File: src/rtl/stage_controller_multi_pkg.sv
// stage_controller_multi_pkg
//   Shared definitions for the stage controller: the broadcast stage width
//   and the stage encodings seen by the child decoder regions.
package stage_controller_multi_pkg;

  localparam int STAGE_WIDTH = 3;

  typedef enum logic [STAGE_WIDTH-1:0] {
    ST_IDLE                = 3'd0,
    ST_MEASUREMENT_LOADING = 3'd1,
    ST_GROW                = 3'd2,
    ST_MERGE               = 3'd3,
    ST_PEELING             = 3'd4,
    ST_RESULT_VALID        = 3'd5
  } stage_e;

  // Stages in which child status strobes are collected.
  function automatic logic is_collect_stage(input stage_e st);
    return (st == ST_MERGE) || (st == ST_PEELING);
  endfunction

endpackage

File: src/rtl/stage_controller_multi_report_collector.sv
// stage_report_collector
//   Captures per-child status while the controller is in a collecting stage
//   and reduces it to all-reported / any-busy / any-odd summaries.
// Ports:
//   clk, reset       : clock, synchronous active-high reset
//   clear_i          : drop all captured state (stage entry)
//   enable_i         : strobes are accepted only while high
//   valid_i/busy_i/odd_i : per-child strobe and qualified flags
//   all_reported_o   : every child has strobed since the last clear
//   any_busy_o/any_odd_o : OR over reported children's latest flags
module stage_report_collector #(
  parameter int CHILD_COUNT = 4
) (
  input  logic                   clk,
  input  logic                   reset,
  input  logic                   clear_i,
  input  logic                   enable_i,
  input  logic [CHILD_COUNT-1:0] valid_i,
  input  logic [CHILD_COUNT-1:0] busy_i,
  input  logic [CHILD_COUNT-1:0] odd_i,
  output logic                   all_reported_o,
  output logic                   any_busy_o,
  output logic                   any_odd_o
);

  logic [CHILD_COUNT-1:0] reported_q;
  logic [CHILD_COUNT-1:0] busy_q;
  logic [CHILD_COUNT-1:0] odd_q;

  for (genvar i = 0; i < CHILD_COUNT; i++) begin : g_child
    always_ff @(posedge clk) begin
      if (reset || clear_i) begin
        reported_q[i] <= 1'b0;
        busy_q[i]     <= 1'b0;
        odd_q[i]      <= 1'b0;
      end else if (enable_i && valid_i[i]) begin
        // Latest strobe wins; earlier busy/odd for this child is overwritten.
        reported_q[i] <= 1'b1;
        busy_q[i]     <= busy_i[i];
        odd_q[i]      <= odd_i[i];
      end
    end
  end

  assign all_reported_o = &reported_q;
  assign any_busy_o     = |(reported_q & busy_q);
  assign any_odd_o      = |(reported_q & odd_q);

endmodule

File: src/rtl/stage_controller_multi.sv
// stage_controller_multi
//   Round sequencer broadcasting a global stage to child decoder regions:
//   IDLE -> MEASUREMENT_LOADING -> GROW -> MERGE (-> GROW ...) -> PEELING
//   -> RESULT_VALID -> IDLE. MERGE/PEELING wait for a minimum settle time and
//   for every child to report not-busy.
//   Optional build macro STAGE_CTRL_TIMEOUT_EN: aborts a round into
//   RESULT_VALID with timeout=1 once iteration_counter reaches MAX_ITERATIONS
//   and MERGE would grow again. Without it, timeout is tied low.
// Ports:
//   clk, reset            : clock, synchronous active-high reset
//   new_round_start       : round request pulse (ignored while result held)
//   child_report_valid/busy/odd_clusters : per-child status
//   global_stage          : broadcast stage encoding
//   result_valid          : held until the cycle after result_ack
//   result_ack            : consumer acceptance
//   iteration_counter     : GROW entries this round
//   cycle_counter         : round latency, saturating
//   timeout               : round ended on iteration limit
module stage_controller_multi
  import stage_controller_multi_pkg::*;
#(
  parameter int CHILD_COUNT             = 4,
  parameter int ITERATION_COUNTER_WIDTH = 8,
  parameter int MAXIMUM_DELAY           = 2,
  parameter int LOADING_CYCLES          = 1,
  parameter int MAX_ITERATIONS          = 255
) (
  input  logic                               clk,
  input  logic                               reset,
  input  logic                               new_round_start,
  input  logic [CHILD_COUNT-1:0]             child_report_valid,
  input  logic [CHILD_COUNT-1:0]             child_busy,
  input  logic [CHILD_COUNT-1:0]             child_odd_clusters,
  output logic [STAGE_WIDTH-1:0]             global_stage,
  output logic                               result_valid,
  input  logic                               result_ack,
  output logic [ITERATION_COUNTER_WIDTH-1:0] iteration_counter,
  output logic [31:0]                        cycle_counter,
  output logic                               timeout
);

  localparam int ICW = ITERATION_COUNTER_WIDTH;
  localparam int LW  = (LOADING_CYCLES > 1) ? $clog2(LOADING_CYCLES) : 1;
  localparam int SW  = $clog2(MAXIMUM_DELAY + 2);
  localparam logic [LW-1:0] LOAD_LAST = LW'(LOADING_CYCLES - 1);
  localparam logic [SW-1:0] SETTLE_MIN = SW'(MAXIMUM_DELAY);

  stage_e          stage_q, stage_d;
  logic [LW-1:0]   load_q;
  logic [SW-1:0]   settle_q;
  logic [ICW-1:0]  iter_q;
  logic [31:0]     cyc_q;
  logic            result_valid_q;
  logic            timeout_hit;

  logic            entering;
  logic            coll_clear, coll_en;
  logic            all_reported, any_busy, any_odd;
  logic            settled;

  assign entering   = (stage_d != stage_q);
  // Clear on entering MERGE/PEELING (including MERGE->PEELING) so each
  // collecting stage sees only its own reports.
  assign coll_clear = entering && is_collect_stage(stage_d);
  assign coll_en    = is_collect_stage(stage_q);

  stage_report_collector #(
    .CHILD_COUNT(CHILD_COUNT)
  ) u_collector (
    .clk            (clk),
    .reset          (reset),
    .clear_i        (coll_clear),
    .enable_i       (coll_en),
    .valid_i        (child_report_valid),
    .busy_i         (child_busy),
    .odd_i          (child_odd_clusters),
    .all_reported_o (all_reported),
    .any_busy_o     (any_busy),
    .any_odd_o      (any_odd)
  );

  assign settled = (settle_q >= SETTLE_MIN) && all_reported && !any_busy;

`ifdef STAGE_CTRL_TIMEOUT_EN
  localparam logic [ICW-1:0] ITER_LIMIT = ICW'(MAX_ITERATIONS);
  logic timeout_q;

  assign timeout_hit = (iter_q == ITER_LIMIT);

  always_ff @(posedge clk) begin
    if (reset) begin
      timeout_q <= 1'b0;
    end else if (stage_q == ST_IDLE && stage_d == ST_MEASUREMENT_LOADING) begin
      timeout_q <= 1'b0;
    end else if (stage_q == ST_MERGE && stage_d == ST_RESULT_VALID) begin
      timeout_q <= 1'b1;
    end
  end

  assign timeout = timeout_q;
`else
  assign timeout_hit = 1'b0;
  assign timeout     = 1'b0;
`endif

  always_comb begin
    stage_d = stage_q;
    case (stage_q)
      ST_IDLE:
        if (new_round_start && !result_valid_q) stage_d = ST_MEASUREMENT_LOADING;
      ST_MEASUREMENT_LOADING:
        if (load_q == LOAD_LAST) stage_d = ST_GROW;
      ST_GROW:
        stage_d = ST_MERGE;
      ST_MERGE:
        if (settled) begin
          if (!any_odd)        stage_d = ST_PEELING;
          else if (timeout_hit) stage_d = ST_RESULT_VALID;
          else                 stage_d = ST_GROW;
        end
      ST_PEELING:
        if (settled) stage_d = ST_RESULT_VALID;
      ST_RESULT_VALID:
        stage_d = ST_IDLE;
      default:
        stage_d = ST_IDLE;
    endcase
  end

  always_ff @(posedge clk) begin
    if (reset) begin
      stage_q        <= ST_IDLE;
      load_q         <= '0;
      settle_q       <= '0;
      iter_q         <= '0;
      cyc_q          <= '0;
      result_valid_q <= 1'b0;
    end else begin
      stage_q <= stage_d;

      load_q <= (stage_q == ST_MEASUREMENT_LOADING) ? load_q + 1'b1 : '0;

      if (entering)
        settle_q <= '0;
      else if (coll_en && settle_q < SETTLE_MIN)
        settle_q <= settle_q + 1'b1;

      if (stage_d == ST_MEASUREMENT_LOADING)
        iter_q <= '0;
      else if (stage_d == ST_GROW && stage_q != ST_GROW)
        iter_q <= iter_q + 1'b1;

      // Latency reads 1 throughout loading, then counts working cycles and
      // freezes once the round leaves PEELING/MERGE.
      if (stage_d == ST_MEASUREMENT_LOADING)
        cyc_q <= 32'd1;
      else if ((stage_q == ST_GROW || coll_en) && cyc_q != '1)
        cyc_q <= cyc_q + 32'd1;

      if (stage_d == ST_RESULT_VALID && stage_q != ST_RESULT_VALID)
        result_valid_q <= 1'b1;
      else if (result_ack && result_valid_q)
        result_valid_q <= 1'b0;
    end
  end

  assign global_stage      = stage_q;
  assign result_valid      = result_valid_q;
  assign iteration_counter = iter_q;
  assign cycle_counter     = cyc_q;

endmodule

File: config.mk
export PLATFORM = sky130hd
export DESIGN_NAME = stage_controller_multi
export DESIGN_NICKNAME = d
export VERILOG_FILES = /design/src/rtl/stage_controller_multi_pkg.sv /design/src/rtl/stage_controller_multi_report_collector.sv /design/src/rtl/stage_controller_multi.sv
export SDC_FILE = /design/constraint.sdc
export NUM_CORES = 1
export LEC_CHECK = 0
export ABC_CLOCK_PERIOD_IN_PS = 2910
export CAP_MARGIN = 20
export CORE_MARGIN = 2
export CORE_UTILIZATION = 50
export DETAILED_ROUTE_END_ITERATION = 10
export PLACE_DENSITY = 0.78
export SYNTH_ARGS = -nofsm -noshare
export SYNTH_HDL_FRONTEND = slang
export SYNTH_SLANG_ARGS = --single-unit
export TNS_END_PERCENT = 100
File: constraint.sdc
create_clock -name clk -period 2.91 [get_ports clk]
set_input_delay 0.582 -clock clk [delete_from_list [all_inputs] [get_ports clk]]
set_output_delay 0.582 -clock clk [all_outputs]
set_load 0.02 [all_outputs]
# ---- Word level (Yosys, flattened, before mapping)
# Index checks and enable logic that the tools add are counted.
dict set report word_totals {
  rom_bits 0
  latch_bits 0
  ramBits 0
  n_memories 0
  reg_bits 59
  out_inout_bits 45
}
dict set report classes {
  n_shift 0
  reduce_logical 28
  eq_ne 13
  n_addsub 4
  div_mod_pow 0
  bitwise_logic 3
  magnitude_cmp 2
  n_mux 10
  n_mul 0
}
# cell count
set ops {}
lappend ops {{$add A32 B1 Y32 const B} 1}
lappend ops {{$ne A32 B32 Y1 const B} 1}
lappend ops {{$mux W3} 5}
lappend ops {{$pmux W3 S5} 1}
lappend ops {{$logic_and A1 B1 Y1} 13}
lappend ops {{$eq A3 B2 Y1 const B} 4}
lappend ops {{$eq A3 B3 Y1 const B} 3}
lappend ops {{$add A8 B1 Y8 const B} 1}
lappend ops {{$and A4 B4 Y4} 2}
lappend ops {{$reduce_or A4 Y1} 2}
lappend ops {{$eq A3 B1 Y1 const B} 2}
lappend ops {{$reduce_or A2 Y1} 3}
lappend ops {{$logic_or A1 B1 Y1} 4}
lappend ops {{$mux W1} 4}
lappend ops {{$reduce_and A4 Y1} 1}
lappend ops {{$reduce_bool A2 Y1} 2}
lappend ops {{$logic_not A3 Y1} 1}
lappend ops {{$ne A3 B2 Y1 const B} 1}
lappend ops {{$ne A3 B3 Y1} 1}
lappend ops {{$ne A3 B3 Y1 const B} 1}
lappend ops {{$add A2 B1 Y2 const B} 1}
lappend ops {{$ge A2 B2 Y1 const B} 1}
lappend ops {{$logic_not A1 Y1} 2}
lappend ops {{$lt A2 B2 Y1 const B} 1}
lappend ops {{other kinds (2)} 2}

# ---- Depth between registers and ports, before layout
dict set report logic_depth {
  depth_word 10
  ltp_mapped 7
  mapped_depth_nobuf 6
}

# ---- Cells and area by module
# Synthesis repeated with hierarchy kept, for this count alone.
dict set report unflattened {
  hier_cells 345
  area_unflattened_um2 2964.1
}
# module cells_per_inst area_each_um2 n_inst
set by_module_without_submodules {}
lappend by_module_without_submodules {stage_controller_multi 290 2423.6 1}
lappend by_module_without_submodules {stage_report_collector 55 540.5 1}

# ---- Worst setup path after synthesis
# OpenSTA, ideal clock, no wires.
dict set report synth_path {
  path_type {flip-flop to flip-flop}
  start {register cyc_q[12] (netlist: cycle_counter[12])}
  end {register cyc_q[25] (netlist: cycle_counter[25])}
  setup_ps 70
  path_slack_ps 652
  t_arrival_ps 2188
  path_stages_with_launch 7
  period_less_slack_ps 2258
  t_required_ps 2840
  path_buffers 1
  cell_sequence {dfxtp_1 nand4_2 or4_1 or3_1 buf_2 or4_1 a21oi_1}
}
dict set report synth_via {
  elab_chain_cells 2
}
# item line_no
set synth_rtl {}
lappend synth_rtl {{start: declaration} stage_controller_multi.sv:52} ;# logic [31:0] cyc_q;
lappend synth_rtl {{start signal: assignment} stage_controller_multi.sv:158} ;# cyc_q <= cyc_q + 32'd1;
lappend synth_rtl {{parallel branches: the longest is 2 deep, another holds $add A32 B1 Y32} -}
# Several ways; the timed one is not identified.
# A chain may end at the register's enable or synchronous reset.

# ---- Worst setup path in the final report
dict set report layout_path {
  start {register stage_q[1] (netlist: global_stage[1])}
  end {register cyc_q[14] (netlist: cycle_counter[14])}
}
dict set report layout_via {
  elab_chain_cells 4
}
# item line_no
set layout_rtl {}
lappend layout_rtl {{start: declaration} stage_controller_multi.sv:48} ;# stage_e stage_q, stage_d;
lappend layout_rtl {{start signal: assignment} stage_controller_multi.sv:139} ;# stage_q <= stage_d;
lappend layout_rtl {{$eq A3 B3 Y1 (tied with other cells)} {stage_controller_multi_pkg.sv:19, stage_controller_multi.sv:108}}
lappend layout_rtl {{$pmux W3 S5 or $logic_or A1 B1 Y1 (tied branches)} {stage_controller_multi.sv:108, stage_controller_multi_pkg.sv:19}}
lappend layout_rtl {{$eq A3 B1 Y1 or $logic_or A1 B1 Y1 (tied branches)} {stage_controller_multi.sv:155, stage_controller_multi.sv:157}}
lappend layout_rtl {{$reduce_or A2 Y1 (no line) or $logic_and A1 B1 Y1 (tied branches)} -}
# Several ways; a longest one is shown, not always the timed one.

==> impl_metrics.yaml <==
power:
  leakage_nw: 1.22
  ir_drop_v: 0.000371
  p_per_area_nw_per_um2: 478
  power_mw: 1.82
clock_network:
  cts_post_setup_buffers_inserted: 0
  clk_latency_ns: 0.34
  h-tree-depth: 3
  hold_buffers: 0
  cts_made_buffers: 9
  cts.sinks: 59
  path_clk_slew_ns: 0.06
  cts_tree: "done"
  post_cts_resized: 0
  cts_buffer_depth: 2
  cts-root-buf: "clkbuf_8"
global_route:
  antenna_found_initial: 0
  track_usage_pct: 22.8
  grt_max_degree: 19
  grt_pass1_vias: 2625
  grt_pass1_wl_um: 11800
  gr-total-overflow: 0
critical_path:
  critPathMaxStageDelay_ns: 0.52
  critical-path-top-delay-family: "simple AND/OR/NAND/NOR gates"
  crit_chain: "or3b_1 -> a211oi_1 -> o31ai_1 -> buf_4 -> or4_1 -> a21oi_1"
  worst_setup_path_start_kind: "register"
  cp.required_ns: 3.18
  cp_num_buf_inv: 1
  critical_path_class: "register to register"
  arrival_ns: 2.68
  path_max_fanout: 8
  slowest_stage: "or3b_1"
  crit_path_end_kind: "register"
drt:
  postRouteAntennaNets: 0
  drc_errors: 0
  via_count: 2972
  via_per_inst: 6.02
  drtIter0Drc: 192
  wirelength_um: 7050
  route.detailed.wl_per_inst_um: 14.3
  first_pass_iters: 4
run_status:
  status: "finished clean"
die:
  ios: 61
  die_x_um: 80.2
  start_util_pct: 52.1
  die_h_um: 80.2
  die_area_um2: 6440
  std_cell_rows: 27
  coreArea_um2: 5570
worst_hold_path:
  hold_class: "register to register"
final_layout:
  area_delta_synth_final_pct: 30.9
  antenna_cells: 0
  nFillCells: 489
  fin_nets: 436
  final_area_um2: 3800
  fin_util_pct: 68.3
  fin_cells: 494
  layout-drive-gt1-share_pct: 8.29
synthesis:
  ys_warn_count: 0
  ys_ff_latch: 59
  syn_avg_cell_area_um2: 8.21
  yosys-top-cells-count: "dfxtp_1 (59), a21oi_1 (49), nand2_1 (35)"
  syn-num-nets: 373
  yosysTopAreaCellShare_pct: 40.6
  syn_inst: 354
  ys_seq_area_share_pct: 40.6
  netlist_area_um2: 2910
  synthFlopType: "dfxtp_1"
  ys_types: 52
  synthTopCellsByArea: "dfxtp_1 (41%), a21oi_1 (8.4%), or4_1 (4.6%)"
  synth_edf_count: 0
  yosysMostFrequentCell: "dfxtp_1"
  yosysTopAreaCell: "dfxtp_1"
  async_flop_share_pct: 0
placement:
  port_buffers: 59
  gp_congestion: 0.855
  post-place-ws_ns: 0.402
  place_inst: 478
  placed_area_um2: 3600
  dp_hpwl_um: 4920
sta:
  hold_violations: 0
  setup_tns_ns: 0
  slew_headroom_pct: 32.2
  rsz0062_at_grt: "no"
  fin_worst_skew_ns: 0.00592
  fin_ws_ns: 0.502
  setup_viol: 0
  holdWs_ns: 0.456
  fmax_mhz: 415
  period_needed_ns: 2.41
  finalMaxSlewViolations: 0
  tightest_slew_ns: 1.01
  post-route-period-util_pct: 82.7
run:
  max_cap_violations: 0
[cell usage in the layout, fill, tap and decap left out, drive strengths merged, types with 2 or more instances in the layout]
cell and n:
dfxtp 59, clkdlybuf4s50 59, a21oi 49, nand2 35, nand3 23, or4 18, o31ai 17, o21ai 16
or3 15, nor2 15, clkbuf 15, buf 12, nand4 11, nand2b 6, nor4 6, inv 5
nor3 4, or2 4, and2 3, and3 3, o211ai 3, a221oi 3, o21a 3, ha 3
and4 3, o31a 3, a211oi 2, nor2b 2, o2111ai 2, o311ai 2, a21o 2, nor4bb 2
mux2i 2, or3b 2, nor3b 2
[flip-flops by register name, summed over array words and instances (netlist names)]
signal	count
cycle_counter	32
iteration_counter	8
u_collector.busy_q	4
u_collector.odd_q	4
u_collector.reported_q	4
global_stage	3
settle_q	2
load_q	1
result_valid	1
[layer usage]
| metal | global-route usage (%) | vias to the layer above | wire, µm |
|---|---|---|---|
| met5 | 0 | - | 0 |
| met4 | 8.31 | 0 | 97 |
| met3 | 6.63 | 8 | 336 |
| met2 | 35.4 | 78 | 3320 |
| met1 | 30.1 | 1405 | 3290 |
| li1 | - | 1481 | - |
[kinds of logic after synthesis]
| logic type | after synthesis | share of synthesized area (%) |
|---|---|---|
| DFF | 59 | 40.6 |
| and+or+nand+nor | 155 | 30.2 |
| xor gates and xnor gates | 2 | 0.603 |
| buffers and inverters | 24 | 3.36 |
| muxes | 2 | 0.689 |
| adders and majority gates | 3 | 1.29 |
| AOI/OAI and AO/OA | 108 | 23.1 |
| other | 1 | 0.129 |
[path summary, 6_finish.rpt]
path	start	endpoint	slack (ns)	cells past startpoint
worst max register to register	global_stage[1]$_SDFF_PP0_	cycle_counter[14]$_SDFFE_PP0P_	0.50	6
worst min register to register	u_collector.odd_q[1]$_SDFFE_PP0P_	u_collector.odd_q[1]$_SDFFE_PP0P_	0.46	2
worst min-delay path	u_collector.odd_q[1]$_SDFFE_PP0P_	u_collector.odd_q[1]$_SDFFE_PP0P_	0.46	2
worst max-delay path	global_stage[1]$_SDFF_PP0_	cycle_counter[14]$_SDFFE_PP0P_	0.50	6
[area by class of cell]
class / instances / area, µm² / share of cell area, %
repair buffers: 71 / 681 / 17.9
clock buffers: 15 / 176 / 4.64
clock inverters: 1 / 30.0 / 0.789
flip-flops and latches: 59 / 1180 / 31.0
inverters: 5 / 18.8 / 0.493
multi-input cells: 271 / 1630 / 42.8
well taps: 72 / 90.1 / 2.37
[worst reg2reg max path, delay by kind of cell (launching register included)]
kind            cells  cell delay, ns
simple gates        2            0.98
flops               1            0.34
compound gates      3            0.81
buf+inv             1            0.22
[power by group]
part           switching [mW]  internal [mW]  total, mW
Sequential             0.0152          0.823      0.838
Combinational           0.115         0.0857      0.200
Clock                   0.313          0.467      0.780
Total                   0.443           1.38       1.82
No activity file was read; power rests on OpenSTA's default activity.
